### src/rtl/seq_detect_frontend.sv
// rtl/seq_detect_frontend.sv - synchronised, debounced sample front-end with programmable pattern detector
//
// Purpose:
//   Brings the raw push-button and data switch into the FPGAclk domain,
//   debounces the button, and produces one-cycle sample strobes from either
//   button presses or a slow internal tick. Each sample shifts the switch
//   value into a PAT_W-bit history that is compared against PATTERN.
//
// Ports:
//   FPGAclk   in   system clock
//   startSeq  in   asynchronous active-low reset
//   clkPb     in   raw active-low sample button (asynchronous)
//   SwitchIn  in   raw serial data switch (asynchronous)
//   autoMode  in   1 = sample on slow tick, 0 = sample on button press
//   serOut    out  match flag for the current sample period
//   synchOut  out  one-cycle sample strobe
//   matchCnt  out  saturating match count
//   history   out  last PAT_W sampled bits, newest in LSB
//   LED3      out  last sampled bit
//   LED4      out  heartbeat, toggles on every slow tick

module seq_detect_frontend #(
    parameter int unsigned      DIV_COUNT    = 50_000_000,
    parameter int unsigned      DEBOUNCE_CYC = 500_000,
    parameter int unsigned      PAT_W        = 4,
    parameter logic [PAT_W-1:0] PATTERN      = 4'b1011,
    parameter bit               OVERLAP      = 1'b1,
    parameter int unsigned      CNT_W        = 8
) (
    input  logic             FPGAclk,
    input  logic             startSeq,
    input  logic             clkPb,
    input  logic             SwitchIn,
    input  logic             autoMode,
    output logic             serOut,
    output logic             synchOut,
    output logic [CNT_W-1:0] matchCnt,
    output logic [PAT_W-1:0] history,
    output logic             LED3,
    output logic             LED4
);

    localparam int unsigned DIV_W  = (DIV_COUNT > 1) ? $clog2(DIV_COUNT) : 1;
    localparam int unsigned DEB_W  = (DEBOUNCE_CYC > 1) ? $clog2(DEBOUNCE_CYC) : 1;
    localparam int unsigned FILL_W = $clog2(PAT_W + 1);

    localparam logic [DIV_W-1:0]  DIV_LAST  = DIV_W'(DIV_COUNT - 1);
    localparam logic [DEB_W-1:0]  DEB_LAST  = DEB_W'(DEBOUNCE_CYC - 1);
    localparam logic [FILL_W-1:0] FILL_FULL = FILL_W'(PAT_W);

    // Synchronisers
    logic pb_meta_q, pb_meta_d;
    logic pb_sync_q, pb_sync_d;
    logic sw_meta_q, sw_meta_d;
    logic sw_sync_q, sw_sync_d;

    // Debounce
    logic             db_level_q, db_level_d;
    logic             db_prev_q,  db_prev_d;
    logic [DEB_W-1:0] db_cnt_q,   db_cnt_d;
    logic             press_evt;

    // Divider / heartbeat
    logic [DIV_W-1:0] div_cnt_q, div_cnt_d;
    logic             led4_q,    led4_d;
    logic             tick;

    // Sampling and detection
    logic              strobe_q,  strobe_d;
    logic              eval_q,    eval_d;
    logic [PAT_W-1:0]  history_q, history_d;
    logic              led3_q,    led3_d;
    logic [FILL_W-1:0] fill_q,    fill_d;
    logic              ser_q,     ser_d;
    logic [CNT_W-1:0]  cnt_q,     cnt_d;
    logic              match;

    always_comb begin
        pb_meta_d  = clkPb;
        pb_sync_d  = pb_meta_q;
        sw_meta_d  = SwitchIn;
        sw_sync_d  = sw_meta_q;

        // The counter only runs while the synced button disagrees with the
        // accepted level; any agreement restarts the stability window.
        db_level_d = db_level_q;
        db_cnt_d   = '0;
        if (pb_sync_q != db_level_q) begin
            if (db_cnt_q == DEB_LAST) begin
                db_level_d = ~db_level_q;
            end else begin
                db_cnt_d = db_cnt_q + 1'b1;
            end
        end
        db_prev_d  = db_level_q;
        // Falling edge of the accepted level is a press; release is silent.
        press_evt  = db_prev_q & ~db_level_q;

        tick       = (div_cnt_q == DIV_LAST);
        div_cnt_d  = tick ? '0 : div_cnt_q + 1'b1;
        led4_d     = led4_q ^ tick;

        strobe_d   = autoMode ? tick : press_evt;
        eval_d     = strobe_q;

        // Match is judged one cycle after the strobe, once history and fill
        // already hold the new sample.
        match      = (fill_q == FILL_FULL) && (history_q == PATTERN);

        history_d  = history_q;
        led3_d     = led3_q;
        fill_d     = fill_q;
        if (strobe_q) begin
            history_d = {history_q[PAT_W-2:0], sw_sync_q};
            led3_d    = sw_sync_q;
            if (fill_q != FILL_FULL) begin
                fill_d = fill_q + 1'b1;
            end
        end else if (eval_q && match && !OVERLAP) begin
            // History is kept, but a fresh PAT_W samples are needed to match again.
            fill_d = '0;
        end

        ser_d = eval_q ? match : ser_q;

        cnt_d = cnt_q;
        if (eval_q && match && (cnt_q != {CNT_W{1'b1}})) begin
            cnt_d = cnt_q + 1'b1;
        end
    end

    always_ff @(posedge FPGAclk or negedge startSeq) begin
        if (!startSeq) begin
            // Synchronisers idle high, matching the released active-low button.
            pb_meta_q  <= 1'b1;
            pb_sync_q  <= 1'b1;
            sw_meta_q  <= 1'b1;
            sw_sync_q  <= 1'b1;
            db_level_q <= 1'b1;
            db_prev_q  <= 1'b1;
            db_cnt_q   <= '0;
            div_cnt_q  <= '0;
            led4_q     <= 1'b0;
            strobe_q   <= 1'b0;
            eval_q     <= 1'b0;
            history_q  <= '0;
            led3_q     <= 1'b0;
            fill_q     <= '0;
            ser_q      <= 1'b0;
            cnt_q      <= '0;
        end else begin
            pb_meta_q  <= pb_meta_d;
            pb_sync_q  <= pb_sync_d;
            sw_meta_q  <= sw_meta_d;
            sw_sync_q  <= sw_sync_d;
            db_level_q <= db_level_d;
            db_prev_q  <= db_prev_d;
            db_cnt_q   <= db_cnt_d;
            div_cnt_q  <= div_cnt_d;
            led4_q     <= led4_d;
            strobe_q   <= strobe_d;
            eval_q     <= eval_d;
            history_q  <= history_d;
            led3_q     <= led3_d;
            fill_q     <= fill_d;
            ser_q      <= ser_d;
            cnt_q      <= cnt_d;
        end
    end

    assign serOut   = ser_q;
    assign synchOut = strobe_q;
    assign matchCnt = cnt_q;
    assign history  = history_q;
    assign LED3     = led3_q;
    assign LED4     = led4_q;

endmodule

### config.mk
export PLATFORM = sky130hd
export DESIGN_NAME = seq_detect_frontend
export DESIGN_NICKNAME = d
export VERILOG_FILES = /design/src/rtl/seq_detect_frontend.sv
export SDC_FILE = /design/constraint.sdc
export NUM_CORES = 1
export LEC_CHECK = 0
export BUFFER_PORTS_ARGS = -buffer_cell sky130_fd_sc_hd__buf_2
export CAP_MARGIN = 10
export CORE_MARGIN = 3
export CORE_UTILIZATION = 30
export CTS_CLUSTER_DIAMETER = 80
export CTS_CLUSTER_SIZE = 40
export DETAILED_ROUTE_END_ITERATION = 10
export SLEW_MARGIN = 20
export SYNTH_ARGS = -nofsm -noshare
export SYNTH_HDL_FRONTEND = slang
export SYNTH_SLANG_ARGS = --single-unit
### constraint.sdc
create_clock -name FPGAclk -period 2.5 [get_ports FPGAclk]
set_input_delay 0.375 -clock FPGAclk [delete_from_list [all_inputs] [get_ports FPGAclk]]
set_output_delay 0.375 -clock FPGAclk [all_outputs]
set_load 0.02 [all_outputs]
* After elaboration in Yosys (flattened, before gate mapping) *
Cells that the tools add are included.

cells by class
  add/subtract/negate cells = 4
  equality and inequality tests = 7
  mux-type cells = 4
  bitwise operators = 3
  reduce and logical (&&, ||, !) cells = 5

operators with widths
  operator               count
  $mux 19                2
  $add 26x1->26 const B  1
  $eq 26x26->1 const B   1
  $mux 26                1
  $add 19x1->19 const B  1
  $eq 19x19->1 const B   1
  $add 8x1->8 const B    1
  $ne 8x8->1 const B     1
  $eq 4x4->1 const B     1
  $reduce_and 2->1       2
  $add 3x1->3 const B    1
  $eq 3x3->1 const B     1
  $logic_and 1x1->1      3
  $ne 3x3->1 const B     1
  $and 1x1->1            1
  $mux 1                 1
  $ne 1x1->1             1
  $not 1->1              1
  $xor 1x1->1            1

word-level totals
  register bits = 71
  logic and storage cells = 39

* Longest topological paths before layout *
Gate-level depths: netlist (run 1).

  depth after elaboration = 4
  depth in mapped cells = 6
  mapped depth without buffers = 6

* Worst setup path before layout (run 1) *
Ideal clock, no wire load.

  path kind = reg-to-reg
  start = register fill_q[0]
  end = register cnt_q[1] (netlist: matchCnt[1])
  setup time = 0.125 ns
  arrival time = 1.603 ns
  required time = 2.375 ns
  path slack = 0.773 ns
  cell stages (with the launch flop) = 7
  path buffers = 0
  cell sequence = dfrtp_1 -> inv_1 -> ha_1 -> nand2_1 -> nor3_1 -> nand2_1 -> mux2_2

between the ends
  longest elaborated chain between the ends = 4

RTL lines
  item                            line  source
  start: declaration              73    logic [FILL_W-1:0] fill_q, fill_d;
  start signal: assignment        165   fill_q <= fill_d;
  $eq 3x3->1                      108   match = (fill_q == FILL_FULL) && (history_q == PATTERN);
  $logic_and 1x1->1               108
  $logic_and 1x1->1 (2 in a row)  127   if (eval_q && match && (cnt_q != {CNT_W{1'b1}})) begin
  end signal: assignment          167   cnt_q <= cnt_d;
  end: declaration                75    logic [CNT_W-1:0] cnt_q, cnt_d;

No other way between the ends.
A chain may end at the register's enable or synchronous reset.

* Worst setup path after layout (run 1) *
  start = register div_cnt_q[0]
  end = register div_cnt_q[15]

between the ends
  longest elaborated chain between the ends = 2
  elaborated cells between the ends (all ways) = 3
  those cells by class = add/sub (1); eq/ne (1); mux (1)

RTL lines
  item                                           line     source
  start: declaration                             64       logic [DIV_W-1:0] div_cnt_q, div_cnt_d;
  start signal: assignment                       159      div_cnt_q <= div_cnt_d;
  $add 26x1->26 or $eq 26x26->1 (tied branches)  100, 99
  $mux 26 *                                      100      div_cnt_d = tick ? '0 : div_cnt_q + 1'b1;
  net div_cnt_d[15]                              64

Mark *: on every way through the listed nets, which the timed path passes. The rest lies on a longest branch.

==> results of run 1 <==
## worst paths after layout
kind / startpoint / endpoint / cells after the start
min in group FPGAclk: SwitchIn / sw_meta_q / 1
min reg2reg: sw_meta_q / sw_sync_q / 0
max: div_cnt_q[0] / div_cnt_q[15] / 6
max reg2reg: div_cnt_q[0] / div_cnt_q[15] / 6
max in group asynchronous: startSeq / div_cnt_q[8] / 2
min: startSeq / div_cnt_q[25] / 1
## flip-flops by register name, indices dropped and copies added, names as in the netlist, 3 cells and up
signal,cells
db_cnt_q,19
div_cnt_q,26
fill_q,3
history,4
matchCnt,8
## power groups by stage
| stage | Combinational, mW | Clock (mW) | Sequential, mW |
|---|---|---|---|
| after CTS | 0.0479 | 0.961 | 1.15 |
| after floorplan | 0.0111 | 0 | 1.17 |
| after global placement | 0.0465 | 0 | 1.17 |
| after global routing | 0.0536 | 1.01 | 1.15 |
| after detailed placement | 0.0480 | 0 | 1.17 |
| final | 0.0446 | 0.923 | 1.15 |
## cell usage after synthesis, types with 5 or more instances
cell type and number:
sky130_fd_sc_hd__a21oi_1 15, sky130_fd_sc_hd__and2_1 8, sky130_fd_sc_hd__and3_1 7, sky130_fd_sc_hd__and4_1 10, sky130_fd_sc_hd__buf_2 5, sky130_fd_sc_hd__dfrtp_1 64, sky130_fd_sc_hd__dfstp_2 6, sky130_fd_sc_hd__ha_1 5
sky130_fd_sc_hd__inv_1 7, sky130_fd_sc_hd__mux2_2 7, sky130_fd_sc_hd__nand2_1 13, sky130_fd_sc_hd__nand3_1 20, sky130_fd_sc_hd__nand4_1 18, sky130_fd_sc_hd__nor2_1 22, sky130_fd_sc_hd__o21ai_0 9, sky130_fd_sc_hd__or3_1 9
sky130_fd_sc_hd__or4_1 5, sky130_fd_sc_hd__xnor2_1 19, sky130_fd_sc_hd__xor2_1 17
## worst max-delay path, stage by stage, from the launching register on
cell and delay, ns:
sky130_fd_sc_hd__dfrtp_1 0.38, sky130_fd_sc_hd__ha_1 0.21, sky130_fd_sc_hd__and4_1 0.30, sky130_fd_sc_hd__nand3_1 0.17
sky130_fd_sc_hd__nor3_4 0.44, sky130_fd_sc_hd__buf_4 0.26, sky130_fd_sc_hd__a21oi_1 0.06
## layout make-up
cell class,instances,area share [%]
tap,136,4.50
inverter,7,0.695
clock buffer,13,4.20
multi-input combinational,215,38.7
clock inverter,3,1.19
sequential,70,46.5
timing repair buffer,26,4.17
## layer usage
layer	part of all wire, %	global-route usage (%)	wire [µm]	vias to the layer above
met4	2.7	5.52	164	0
met2	45	15.8	2740	59
met3	4.9	3.42	303	13
li1	-	-	-	1146
met5	0	0	0	-
met1	48	13.9	2940	1139
## cell families (layout without fill, tap and decap cells)
kind of cell,after synthesis,in the layout,share of synthesized area (%)
simple gates,132,132,24.0
xor+xnor,36,36,9.46
mux,7,7,2.36
compound gates,35,35,6.19
buf+inv,21,49,3.38
fa+ha+maj,5,5,1.88
flops,70,70,52.8
## stage by stage
| step | setup slack (ns) | utilization, % |
|---|---|---|
| final | 0.557 | 35.8 |
| after global routing | 0.416 | 35.8 |
| after CTS | 0.550 | 35.8 |
| after detailed placement | 0.567 | 33.9 |
| after global placement | 0.658 | 33.9 |
| after floorplan | 0.773 | - |
==> impl_summary.txt, run 1 <==
----------------------------------------------------
[Clock tree]
  Worst-case clock buffer depth ... 2
  Cts repair resizes ... 0
  Worst skew pair latency ... 0.35 ns
  # hold bufs at CTS ... 0
  H-tree depth ... 3
  CTS tree ... yes
  Setup repair bufs after CTS ... 0
  Clock transition at the registers of the reported paths ... 0.07 ns
  CTS Root Cell ... sky130_fd_sc_hd__clkbuf_8
  Number of clock buffers inserted by TritonCTS ... 9
  Clock Sink Count ... 70

[Setup path]
  Kind of critical path ... reg2reg
  R2r setup slk ... 0.56 ns
  Launching element type of the critical path ... flip-flop
  Maximum net fanout on the critical path ... 10
  Worst Path Required ... 2.73 ns
  Data arrival, critical path ... 2.17 ns
  Category of the worst setup path capture point ... flip-flop

[Detailed routing]
  Routed wire length ... 6140 µm
  Detailed-routing iteration count for the pre-antenna-repair pass ... 5
  Via count ... 2357
  Per-cell via count in the routed design ... 5.01
  Number of remaining DRC errors ... 0
  Number of design-rule violations left by the first detailed-router iteration ... 123
  Number of routed nets with antenna violations ... 0
  Wire length per cell after detailed routing ... 13.1 µm

[Final layout]
  Footprint of the flip-flops and latches ... 1760 µm²
  Fraction of final layout cells with drive strength greater than 1 ... 19.2%
  Fill count ... 1050
  Commonest cells after routing, fill and taps aside ... sky130_fd_sc_hd__dfrtp_1 (64), sky130_fd_sc_hd__nor2_1 (22), sky130_fd_sc_hd__nand3_1 (20), sky130_fd_sc_hd__buf_2 (20), sky130_fd_sc_hd__xnor2_1 (19)
  Count of nets after finishing ... 339
  Most common library cell in the layout ignoring fill and taps ... sky130_fd_sc_hd__dfrtp_1
  Area Growth Syn to Fin ... 13.4%
  Multi-input gate area ... 1460 µm²
  Filler-free cell count of the finished design ... 470
  Number of antenna repair diodes ... 0
  Area of all placed cells without fillers ... 3780 µm²

[Global routing]
  Number of antenna violations at the first check in global routing ... 0
  Total routing usage reported by global routing ... 10.7%
  Global route total overflow ... 0
  Wire length of the first global-routing pass ... 11000 µm
  Via count of the first global-routing pass ... 2299
  Maximum number of pins on one net before global-route repair ... 30

[STA]
  Number of pins exceeding their max-slew limit in the final report ... 0
  Final worst-path cycle share ... 77.7%
  Final hold violation count ... 0
  Pin slew with the least headroom to its limit ... 0.685 ns
  Setup tns final ... 0 ns
  Worst slew slack as a fraction of its limit ... 54.3%
  Worst Clk Skew ... 0.0124 ns
  Unrepaired setup endpoints after global routing ... no
  Max Clock Freq ... 515 MHz
  Tightest hold margin ... 0.0650 ns
  Final min period ... 1.94 ns
  Finish-stage setup viols ... 0

[Yosys]
  Number of enable-type register cells in the synthesized netlist ... 0
  Synth async-reset ratio ... 100%
  Netlist cell types ... 44
  Synthesized area ... 3330 µm²
  Yosys top cell by area ... sky130_fd_sc_hd__dfrtp_1
  Seq/Total Area, Yosys ... 52.8%
  Post-Synthesis Mean Instance Area ... 10.9 µm²
  Post-synthesis instance total ... 306
  Flip-flop cell with the highest count after synthesis ... sky130_fd_sc_hd__dfrtp_1
  Number of nets produced by synthesis ... 316
  Number of register bits inferred by synthesis ... 70
  Synth top area cells ... sky130_fd_sc_hd__dfrtp_1 (48%), sky130_fd_sc_hd__xnor2_1 (5.0%), sky130_fd_sc_hd__dfstp_2 (4.7%), sky130_fd_sc_hd__xor2_1 (4.5%), sky130_fd_sc_hd__nand4_1 (3.4%)
  Warning count from the yosys run ... 0
  Top-area cell type share of the netlist area ... 48.0%

[Place]
  Number of cells after detailed placement ... 454
  Quantity of I/O buffers inserted on ports ... 20
  Post-detailed-placement half-perimeter wirelength ... 4320 µm
  Placer's final routability congestion estimate ... 0.804
  Placement-stage cell area ... 3580 µm²

[Floorplanning]
  Floorplan core area ... 10600 µm²
  Effective utilization at floorplan ... 31.6%
  Die ar. ... 12400 µm²
  Die Span Y ... 111 µm
  Number of top-level pins ... 21
  DIE WIDTH ... 111 µm
  Row count ... 37

[Power and ir drop]
  Static Leakage ... 1.69 nW
  Power per standard cell area ... 559 nW/µm²
  Portion of total power attributed to sequential cells ... 54.2%
  Net Sw Power ... 0.444 mW
  Total internal power ... 1.67 mW
  Largest vdd supply drop ... 0.181 mV
  Clock network fraction of design power ... 43.7%
  Total Power Consumption ... 2.11 mW
  Switching part of the total ... 21.0%
  Share of power burned in combinational logic ... 2.1%

[Worst hold path]
  Hold Crit Class ... in2async

[Job]
  Count of max-cap constraint violations ... 0

[Outcome]
  Status ... finished clean

----------------------------------------------------
Note: power is estimated with default switching activity, not from simulation.
==> run 2: changes to the inputs <==
--- a/config.mk
+++ b/config.mk
@@ -5,6 +5,7 @@
 export SDC_FILE = /design/constraint.sdc
 export NUM_CORES = 1
 export LEC_CHECK = 0
+export ABC_AREA = 1
 export BUFFER_PORTS_ARGS = -buffer_cell sky130_fd_sc_hd__buf_2
 export CAP_MARGIN = 10
 export CORE_MARGIN = 3
==> constraint.sdc (replaced) <==
create_clock -name FPGAclk -period 1.9 [get_ports FPGAclk]
set_input_delay 0.285 -clock FPGAclk [delete_from_list [all_inputs] [get_ports FPGAclk]]
set_output_delay 0.285 -clock FPGAclk [all_outputs]
set_load 0.02 [all_outputs]
==> run 2 against run 1 <==
Flip-flop and latch count unchanged. Die area increased by 13%. Final cell count increased by 52%. First-iteration DRC count increased by 81%. Worst setup slack got worse by 0.31 ns. Critical endpoint is now synchOut. Synthesized cell count increased by 66%. Critical path type unchanged.
==> impl_summary.txt, run 2 <==
----------------------------------------------------
[Detailed routing]
  Number of routed nets with antenna violations ... 0
  Per-cell via count in the routed design ... 4.39
  Via count ... 3137
  Routed wire length ... 8060 µm
  Number of design-rule violations left by the first detailed-router iteration ... 223
  Number of remaining DRC errors ... 0
  Wire length per cell after detailed routing ... 11.3 µm
  Detailed-routing iteration count for the pre-antenna-repair pass ... 4

[Yosys]
  Post-synthesis instance total ... 509
  Synth async-reset ratio ... 100%
  Leading post-synthesis cells by instance count ... sky130_fd_sc_hd__nand2_1 (143), sky130_fd_sc_hd__nor2_1 (106), sky130_fd_sc_hd__dfrtp_1 (64)
  Post-Synthesis Mean Instance Area ... 7.46 µm²
  Mux cell area share after synthesis ... 0%
  Number of nets produced by synthesis ... 519
  Top-area cell type share of the netlist area ... 42.2%
  Post-synthesis adder-cell area fraction ... 1.65%
  Flip-flop cell with the highest count after synthesis ... sky130_fd_sc_hd__dfrtp_1
  Complex-gate fraction of the synthesized area ... 3.23%
  Warning count from the yosys run ... 0
  Synth top area cells ... sky130_fd_sc_hd__dfrtp_1 (42%), sky130_fd_sc_hd__nand2_1 (14%), sky130_fd_sc_hd__nor2_1 (10%), sky130_fd_sc_hd__inv_1 (5.9%), sky130_fd_sc_hd__xor2_1 (4.4%)
  XOR/XNOR share of the synthesized area ... 6.00%
  Simple-gate area share of the yosys netlist ... 35.7%
  Number of register bits inferred by synthesis ... 70
  Seq/Total Area, Yosys ... 46.3%
  Synthesized area ... 3800 µm²
  Cell with the most instances after synthesis ... sky130_fd_sc_hd__nand2_1
  Yosys top cell by area ... sky130_fd_sc_hd__dfrtp_1
  Number of enable-type register cells in the synthesized netlist ... 0
  Main combinational cell family by area after synthesis ... simple AND/OR/NAND/NOR gates
  Netlist cell types ... 25

[Floorplanning]
  Number of top-level pins ... 21
  Die Span Y ... 119 µm
  Effective utilization at floorplan ... 31.1%
  Die ar. ... 14000 µm²
  DIE WIDTH ... 119 µm
  Row count ... 40
  Floorplan core area ... 12200 µm²

[Worst hold path]
  Hold_sp ... clkPb
  Hold Crit Class ... in2reg
  WHS Endpoint ... pb_meta_q
  Worst Hold Path Cells ... 1

[Place]
  Quantity of I/O buffers inserted on ports ... 20
  Post-detailed-placement half-perimeter wirelength ... 6100 µm
  Placer's final routability congestion estimate ... 0.921

[STA]
  Final min period ... 1.66 ns
  Pin slew with the least headroom to its limit ... 0.479 ns
  Worst slew slack as a fraction of its limit ... 68.0%
  Setup tns final ... 0 ns
  Final worst-path cycle share ... 87.1%
  Max Clock Freq ... 604 MHz
  Finish-stage setup viols ... 0
  Worst Clk Skew ... 0.00628 ns
  Unrepaired setup endpoints after global routing ... no
  Final hold violation count ... 0
  Number of pins exceeding their max-slew limit in the final report ... 0

[Job]
  Count of max-cap constraint violations ... 0

[Setup path]
  Reg-to-Reg End ... synchOut
  R2r setup slk ... 0.24 ns
  Kind of critical path ... reg2reg
  Maximum net fanout on the critical path ... 11
  Number of cells traversed by the worst register-to-register path ... 7
  Category of the worst setup path capture point ... flip-flop
  Worst Path Required ... 2.14 ns
  Launching element type of the critical path ... flip-flop
  Data arrival, critical path ... 1.90 ns
  Launch point of the worst reg-to-reg path ... div_cnt_q[0]

[Outcome]
  Status ... finished clean

[Final layout]
  Fraction of final layout cells with drive strength greater than 1 ... 13.4%
  Register with the most flip-flops ... div_cnt_q
  Commonest cells after routing, fill and taps aside ... sky130_fd_sc_hd__nand2_1 (143), sky130_fd_sc_hd__nor2_1 (106), sky130_fd_sc_hd__dfrtp_1 (64)
  Max reg flops ... 26
  Most common library cell in the layout ignoring fill and taps ... sky130_fd_sc_hd__nand2_1
  Number of antenna repair diodes ... 0
  Area Growth Syn to Fin ... 18.9%
  Fraction of the core area covered by cells at the end of the flow ... 37.0%
  Count of nets after finishing ... 551

[Clock tree]
  Worst skew pair latency ... 0.33 ns
  CTS tree ... yes
  Worst-case clock buffer depth ... 2
  Clock Sink Count ... 70
  CTS Root Cell ... sky130_fd_sc_hd__clkbuf_16
  Clock transition at the registers of the reported paths ... 0.06 ns
  H-tree depth ... 3
  Cts repair resizes ... 0
  Setup repair bufs after CTS ... 0
  Number of clock buffers inserted by TritonCTS ... 9

[Global routing]
  Via count of the first global-routing pass ... 3032
  Number of antenna violations at the first check in global routing ... 0
  Global route total overflow ... 0
  Maximum number of pins on one net before global-route repair ... 31
  Wire length of the first global-routing pass ... 14100 µm
  Total routing usage reported by global routing ... 12.2%

[Power and ir drop]
  Static Leakage ... 2.12 nW
  Power per standard cell area ... 812 nW/µm²
  Largest vdd supply drop ... 0.448 mV

----------------------------------------------------
==> run 2: critical path, stage by stage, from the launching register on <==
cell and delay (ns):
sky130_fd_sc_hd__dfrtp_1 0.38, sky130_fd_sc_hd__ha_1 0.24, sky130_fd_sc_hd__nand3_2 0.14, sky130_fd_sc_hd__nor2_4 0.17
sky130_fd_sc_hd__inv_2 0.05, sky130_fd_sc_hd__nor2_2 0.09, sky130_fd_sc_hd__nand3_2 0.22, sky130_fd_sc_hd__o21ai_0 0.27
==> run 2: final cells by class <==
cell class / count / area [µm²]
Multi-Input combinational cell: 370 / 1770
Timing Repair Buffer: 25 / 165
Fill cell: 1260 / 7690
Clock buffer: 9 / 225
Clock inverter: 7 / 146
Tap cell: 168 / 210
Sequential cell: 70 / 1760
Inverter: 65 / 244
==> run 2: cells by family (layout without fill, tap and decap cells) <==
logic type,count (synthesis),count (layout)
buf+inv,69,106
compound gates,24,24
xor+xnor,26,26
flops,70,70
fa+ha+maj,5,5
simple gates,315,315
==> run 2: layer usage <==
layer  vias up  global-route usage, %  wire length (µm)
li1       1626                      -                 -
met1      1437                   16.2              3870
met2        63                   19.3              3710
met3        11                   2.49               359
met4         0                   5.50               125
met5         -                      0                 0
==> run 2: what timing repair did <==
item	4_1_cts	5_1_grt
endpoints found under the hold margin	13	0
hold buffers	1	0
endpoints found under the setup margin	0	0
==> run 2: report_power, final <==
part           switching, mW  internal, mW
clock                  0.663          1.42
sequential           0.00677          1.51
combinational         0.0483        0.0219
total                  0.718          2.95
==> run 2: metrics by stage <==
| stage | cells | hold slack (ns) | total power [mW] | setup slack (ns) | instance area, µm² |
|---|---|---|---|---|---|
| 6_report | 714 | 0.0646 | 3.67 | 0.245 | 4520 |
| 5_1_grt | 714 | 0.0560 | 3.80 | 0.0726 | 4520 |
| 4_1_cts | 714 | 0.0527 | 3.72 | 0.252 | 4520 |
| 3_5_place_dp | 697 | 0.274 | 1.61 | 0.266 | 4140 |
| 3_3_place_gp | 697 | 0.267 | 1.61 | 0.358 | 4140 |
| 2_1_floorplan | 509 | -0.0106 | 1.56 | 0.456 | 3800 |
==> run 2: worst max-delay path by stage <==
stage	startpoint	cells past startpoint	slack, ns	end
floorplan	matchCnt[0]	7	0.46	matchCnt[5]
global placement	div_cnt_q[0]	7	0.36	synchOut
detailed placement	div_cnt_q[0]	7	0.27	synchOut
CTS	div_cnt_q[0]	7	0.25	synchOut
global route	db_cnt_q[0]	8	0.07	db_cnt_q[8]
finish	div_cnt_q[0]	7	0.24	synchOut
